===== src/rtl/axis_uart_pkg.sv =====
// Shared definitions for the AXIS-UART path (TX now, RX later).
// Optional even-parity bit enabled by defining AXIS_UART_TX_PARITY_EN.
package axis_uart_pkg;

  localparam logic UART_IDLE_LEVEL           = 1'b1;
  localparam int   UART_CLKS_PER_BIT_DEFAULT = 16;

`ifdef AXIS_UART_TX_PARITY_EN
  typedef enum logic [2:0] {
    ST_IDLE   = 3'd0,
    ST_START  = 3'd1,
    ST_DATA   = 3'd2,
    ST_PARITY = 3'd3,
    ST_STOP   = 3'd4
  } uart_tx_state_t;
`else
  typedef enum logic [2:0] {
    ST_IDLE  = 3'd0,
    ST_START = 3'd1,
    ST_DATA  = 3'd2,
    ST_STOP  = 3'd4
  } uart_tx_state_t;
`endif

endpackage


===== src/rtl/uart_baud_tick.sv =====
// Bit-period counter: counts 0..CLKS_PER_BIT-1 and flags the terminal count.
// Held at zero while clear is high so a new frame starts on a clean period.
module uart_baud_tick #(
  parameter int CLKS_PER_BIT = 16
) (
  input  logic clk,
  input  logic rst_n,
  input  logic clear,
  output logic bit_tick
);

  localparam int CNT_W = (CLKS_PER_BIT > 1) ? $clog2(CLKS_PER_BIT) : 1;

  logic [CNT_W-1:0] count;

  assign bit_tick = (count == CNT_W'(CLKS_PER_BIT - 1));

  // Baud counter: clear to zero, otherwise count and wrap at terminal count.
  always_ff @(posedge clk or negedge rst_n) begin
    if (!rst_n) begin
      count <= '0;
    end else if (clear || bit_tick) begin
      count <= '0;
    end else begin
      count <= count + 1'b1;
    end
  end

endmodule


===== src/rtl/axis_uart_tx.sv =====
// AXI-Stream slave to UART transmitter. One byte held per frame; s_axis_ready
// stays low for the whole frame. tx and s_axis_ready are registered, driven
// from the next-state decode so tx changes on the same edge as the state.
// Define AXIS_UART_TX_PARITY_EN to insert an even-parity bit after the data.
module axis_uart_tx
  import axis_uart_pkg::*;
#(
  parameter int WIDTH        = 8,
  parameter int CLKS_PER_BIT = UART_CLKS_PER_BIT_DEFAULT
) (
  input  logic             clk,
  input  logic             rst_n,
  input  logic [WIDTH-1:0] s_axis_data,
  input  logic             s_axis_valid,
  output logic             s_axis_ready,
  output logic             tx,
  output logic             tx_busy,
  output logic             frame_done
);

  localparam int IDX_W = $clog2(WIDTH);

  uart_tx_state_t   state;
  uart_tx_state_t   state_nx;
  logic [WIDTH-1:0] shift;
  logic [IDX_W-1:0] bit_idx;
  logic             bit_tick;
  logic             accept;
  logic             last_bit;
  logic             advance;
  logic             tx_d;
  logic             ready_d;
`ifdef AXIS_UART_TX_PARITY_EN
  logic             parity_bit;
`endif

  assign accept   = s_axis_valid && s_axis_ready;
  assign last_bit = (bit_idx == IDX_W'(WIDTH - 1));
  assign advance  = (state == ST_DATA) && bit_tick && !last_bit;

  assign tx_busy    = (state != ST_IDLE);
  assign frame_done = (state == ST_STOP) && bit_tick;

  uart_baud_tick #(
    .CLKS_PER_BIT(CLKS_PER_BIT)
  ) u_baud (
    .clk     (clk),
    .rst_n   (rst_n),
    .clear   (state == ST_IDLE),
    .bit_tick(bit_tick)
  );

  // State register; reset aborts any frame in flight.
  always_ff @(posedge clk or negedge rst_n) begin
    if (!rst_n) begin
      state <= ST_IDLE;
    end else begin
      state <= state_nx;
    end
  end

  // Next-state decode: every non-idle state lasts one bit period.
  always_comb begin
    state_nx = state;
    case (state)
      ST_IDLE:  if (accept) state_nx = ST_START;
      ST_START: if (bit_tick) state_nx = ST_DATA;
`ifdef AXIS_UART_TX_PARITY_EN
      ST_DATA:   if (bit_tick && last_bit) state_nx = ST_PARITY;
      ST_PARITY: if (bit_tick) state_nx = ST_STOP;
`else
      ST_DATA:  if (bit_tick && last_bit) state_nx = ST_STOP;
`endif
      ST_STOP:  if (bit_tick) state_nx = ST_IDLE;
      default:  state_nx = ST_IDLE;
    endcase
  end

  // Output decode from the next state; within DATA a bit advance exposes shift[1].
  always_comb begin
    tx_d    = UART_IDLE_LEVEL;
    ready_d = (state_nx == ST_IDLE);
    case (state_nx)
      ST_START:  tx_d = 1'b0;
      ST_DATA:   tx_d = advance ? shift[1] : shift[0];
`ifdef AXIS_UART_TX_PARITY_EN
      ST_PARITY: tx_d = parity_bit;
`endif
      default:   tx_d = UART_IDLE_LEVEL;
    endcase
  end

  // Registered pad outputs; ready stays low during reset and rises one edge later.
  always_ff @(posedge clk or negedge rst_n) begin
    if (!rst_n) begin
      tx           <= UART_IDLE_LEVEL;
      s_axis_ready <= 1'b0;
    end else begin
      tx           <= tx_d;
      s_axis_ready <= ready_d;
    end
  end

  // Bit index: restart at handshake, step on each data bit boundary.
  always_ff @(posedge clk or negedge rst_n) begin
    if (!rst_n) begin
      bit_idx <= '0;
    end else if (accept) begin
      bit_idx <= '0;
    end else if (advance) begin
      bit_idx <= bit_idx + 1'b1;
    end
  end

  // Holding/shift register: loaded only on handshake, so mid-frame input changes are ignored.
  always_ff @(posedge clk) begin
    if (accept) begin
      shift <= s_axis_data;
`ifdef AXIS_UART_TX_PARITY_EN
      parity_bit <= ^s_axis_data;
`endif
    end else if (advance) begin
      shift <= shift >> 1;
    end
  end

endmodule


===== config.mk =====
export PLATFORM = sky130hd
export DESIGN_NAME = axis_uart_tx
export DESIGN_NICKNAME = d
export VERILOG_FILES = /design/src/rtl/axis_uart_pkg.sv /design/src/rtl/uart_baud_tick.sv /design/src/rtl/axis_uart_tx.sv
export SDC_FILE = /design/constraint.sdc
export NUM_CORES = 1
export LEC_CHECK = 0
export CAP_MARGIN = 0
export CORE_MARGIN = 2
export CORE_UTILIZATION = 46
export CTS_CLUSTER_SIZE = 10
export DETAILED_ROUTE_END_ITERATION = 6
export PLACE_DENSITY = 0.73
export SETUP_SLACK_MARGIN = 0.15
export SYNTH_ARGS = -nofsm -noshare
export SYNTH_HDL_FRONTEND = slang
export SYNTH_HIERARCHICAL = 1
export SYNTH_SLANG_ARGS = --single-unit
export TNS_END_PERCENT = 100

===== constraint.sdc =====
create_clock -name clk -period 1.7 [get_ports clk]
set_clock_uncertainty 0.2 [all_clocks]
set_input_delay 0.51 -clock clk [delete_from_list [all_inputs] [get_ports clk]]
set_output_delay 0.51 -clock clk [all_outputs]
set_load 0.03 [all_outputs]

==> impl_metrics.csv <==
group,metric,value,unit
timing,min_period,2.10,ns
clock_network,clk_latency,0.30,ns
synth,syn_area,946,sq um
clock_network,clk_path_buf_depth,2,
synth,ys_warn_count,6,
synth,synth_top_area_cell,"dfrtp_1",
clock_network,holdBufCountCts,0,
worst_setup_path,r2r_cells,7,
detailed_routing,first_iter_violations,11,
die,num_rows,16,
clock_network,clkTransAtPathRegs,0.11,ns
worst_setup_path,crit_start,"u_baud/count[1]",
global_routing,grt_max_degree,13,
detailed_routing,totalWireLength,2210,um
pwr,ir_worst_vdd,0.557,mV
synth,syn-num-nets,89,
die,die_x,49.3,um
worst_setup_path,path_max_fanout,2,
global_routing,overflow,0,
timing,worst_pin_slew,0.281,ns
finish,n_fill_cell,129,
job,max_cap_viol_count,0,
worst_setup_path,reg2reg_slack,-0.31,ns
finish,syn_to_final_growth,56.6,%
timing,max_freq,475,MHz
clock_network,cts_tree,"built",
place,gp_congestion,0.763,
synth,ys_seq_area_frac,0.573,
timing,rsz0062_at_grt,"yes",
timing,relSlewSlack,0.812,
finish,seqCellArea,543,sq um
status,violations,"setup timing",
clock_network,root_buffer,"clkbuf_4",
place,dp_hpwl,1360,um
place,placed_area,1240,sq um
worst_setup_path,crit_arrival,1.39,ns
synth,ys_top_cells_by_area,"dfrtp_1 29%, edfxtp_1 25%, mux2_2 8.3%",
clock_network,cts-htree-levels,1,
place,port_buffers,14,
pwr,p_leak,0.000605,uW
finish,fin_area,1480,sq um
worst_setup_path,reg2reg_to,"s_axis_ready",
synth,synth_cell_types,34,
die,dieArea,2430,sq um
die,initial_core_util,0.487,
status,status,"finished with violations",
detailed_routing,dr_total_vias,758,
global_routing,grt_usage,0.193,
die,die_h,49.3,um
timing,fin_hold_ws,0.288,ns
worst_setup_path,crit_path_end,"frame_done",
timing,timing.setup.tns,-3.89,ns
die,ios,15,
timing,min_period_over_period,1.24,
timing,finalSetupViolCount,19,
worst_setup_path,r2r-start,"u_baud/count[1]",
finish,multi_input_comb_area,537,sq um
worst_setup_path,worst_path_max_delay_cell,"dfrtp_1",
pwr,powerDensity,627,nW/um^2
worst_setup_path,crit_required,0.99,ns
finish,antenna_cells,0,
synth,synth_seq_cells,20,
timing,hold_violations,0,
synth,postSynthCellCount,75,
synth,synth_top_area_share,0.291,
worst_setup_path,slowest_delay,0.37,ns
finish,fin_nets,128,
die,core_area,1940,sq um
detailed_routing,routed_via_density,5.41,
synth,avgSynthCellArea,12.6,sq um
worst_setup_path,crit_path_cell_trace,"ha_2, and3_4, nand2_4, nor3_4, buf_6",
detailed_routing,post_drt_wl_per_cell,15.8,um
timing,maxSlewViolCount,0,
worst_setup_path,critPathKind,"flip-flop to output pin",
detailed_routing,route.detailed.drc,0,
worst_setup_path,crit_path_end_kind,"output pin",
clock_network,numCtsBuffers,3,
worst_setup_path,critPathLaunchType,"flip-flop",
global_routing,antenna_found_initial,0,
global_routing,grt_pass1_wl,3460,um
min_path,hp-class,"input port to asynchronous set/reset pin",
detailed_routing,drt_pass1_iterations,4,
pwr,finalPower,929,uW
timing,setup_slack,-0.405,ns
finish,drive_gt1_frac,0.611,
global_routing,grt_pass1_vias,775,
detailed_routing,ant_nets,0,
clock_network,clock-sinks,20,
==> power breakdown <==
group	internal, uW	switching (uW)
clock network	131	141
registers	518	7.58
logic	72.8	58.1
total	722	207
==> registers in the layout (all words and copies together) (netlist names) <==
name	cells
state	3
bit_idx	3
shift	8
tx	1
u_baud/count	4
s_axis_ready	1
==> routing by layer <==
layer / wire (um) / track usage
met2: 1230 / 0.338
met4: 44 / 0.0857
met1: 884 / 0.233
met3: 52 / 0.0307
met5: 0 / 0
==> logic make-up after synthesis <==
group                    synth area share
AND/OR/NAND/NOR                     0.155
buffers and inverters              0.0212
multiplexers                       0.0833
adder cells (fa/ha/maj)            0.0397
XOR/XNOR                          0.00926
AO/OA/AOI/OAI                       0.119
flip-flops                          0.573
==> Yosys cell counts <==
cell type,instances
a21o_1,2
nand4b_1,1
and2_1,2
nand3b_1,2
edfxtp_1,8
a211oi_2,1
and3b_1,1
dfrtp_1,11
or3_1,2
xnor2_1,1
ha_1,3
a211oi_1,1
nor3b_1,1
or3b_1,1
dfstp_2,1
inv_1,2
and3_4,1
a41oi_1,1
a21oi_1,5
nor2b_1,1
or2_1,1
buf_2,1
and3_1,1
o21ai_0,4
nor3_1,2
nand3_1,3
a22o_1,1
buf_4,1
mux2_2,7
nand2b_1,1
nand2_1,1
a31oi_1,1
nor2_1,2
a311oi_1,1
==> placed cells by master, fill, tap and decap left out, drive strengths merged, types with 2 or more instances in the layout <==
cell type	instances
and3	2
a21o	2
buf	26
clkdlybuf4s50	9
mux2	7
clkbuf	4
nand3	3
o21ai	4
nor2	2
dfrtp	11
a211oi	2
ha	3
nand3b	2
or3	2
nor3	2
and2	2
inv	2
edfxtp	8
a21oi	5
==> area by class of cell <==
cell class,count,area share
Clock buffer,4,0.0245
Inverter,2,0.00507
Multi-Input combinational cell,51,0.362
Sequential cell,20,0.367
Tap cell,27,0.0228
Timing Repair Buffer,36,0.219
==> worst min-delay path by stage <==
stage	startpoint	endpoint	slack [ns]	cells after the start
6_report	rst_n	state[2]	0.29	2
2_1_floorplan	rst_n	bit_idx[0]	0.01	0
5_1_grt	rst_n	state[0]	0.28	2
3_3_place_gp	u_baud/count[3]	u_baud/count[3]	0.29	1
3_5_place_dp	u_baud/count[3]	u_baud/count[3]	0.30	1
4_1_cts	rst_n	s_axis_ready	0.28	2
==> metrics by stage <==
| stage | utilization | std cells | worst slack, ns |
|---|---|---|---|
| 4_1_cts | 0.730 | 137 | -0.422 |
| 3_5_place_dp | 0.640 | 127 | -0.353 |
| 6_report | 0.763 | 140 | -0.405 |
| 3_3_place_gp | 0.640 | 127 | -0.336 |
| 5_1_grt | 0.763 | 140 | -0.491 |
| 2_1_floorplan | - | 75 | -0.169 |
==> worst max-delay path: cells and delay by family (launching register included) <==
family        cells  cell delay, ns
simple gates      3            0.39
fa+ha+maj         1            0.18
buf+inv           1            0.15
flops             1            0.37
==> repair_timing <==
action                                  CTS  global route
pin swaps                                12             7
gates resized for setup                  28            15
cloned                                    0             0
endpoints found under the setup margin   26            21
buffers inserted                          6             3
Power figures use the tool's default switching activity.
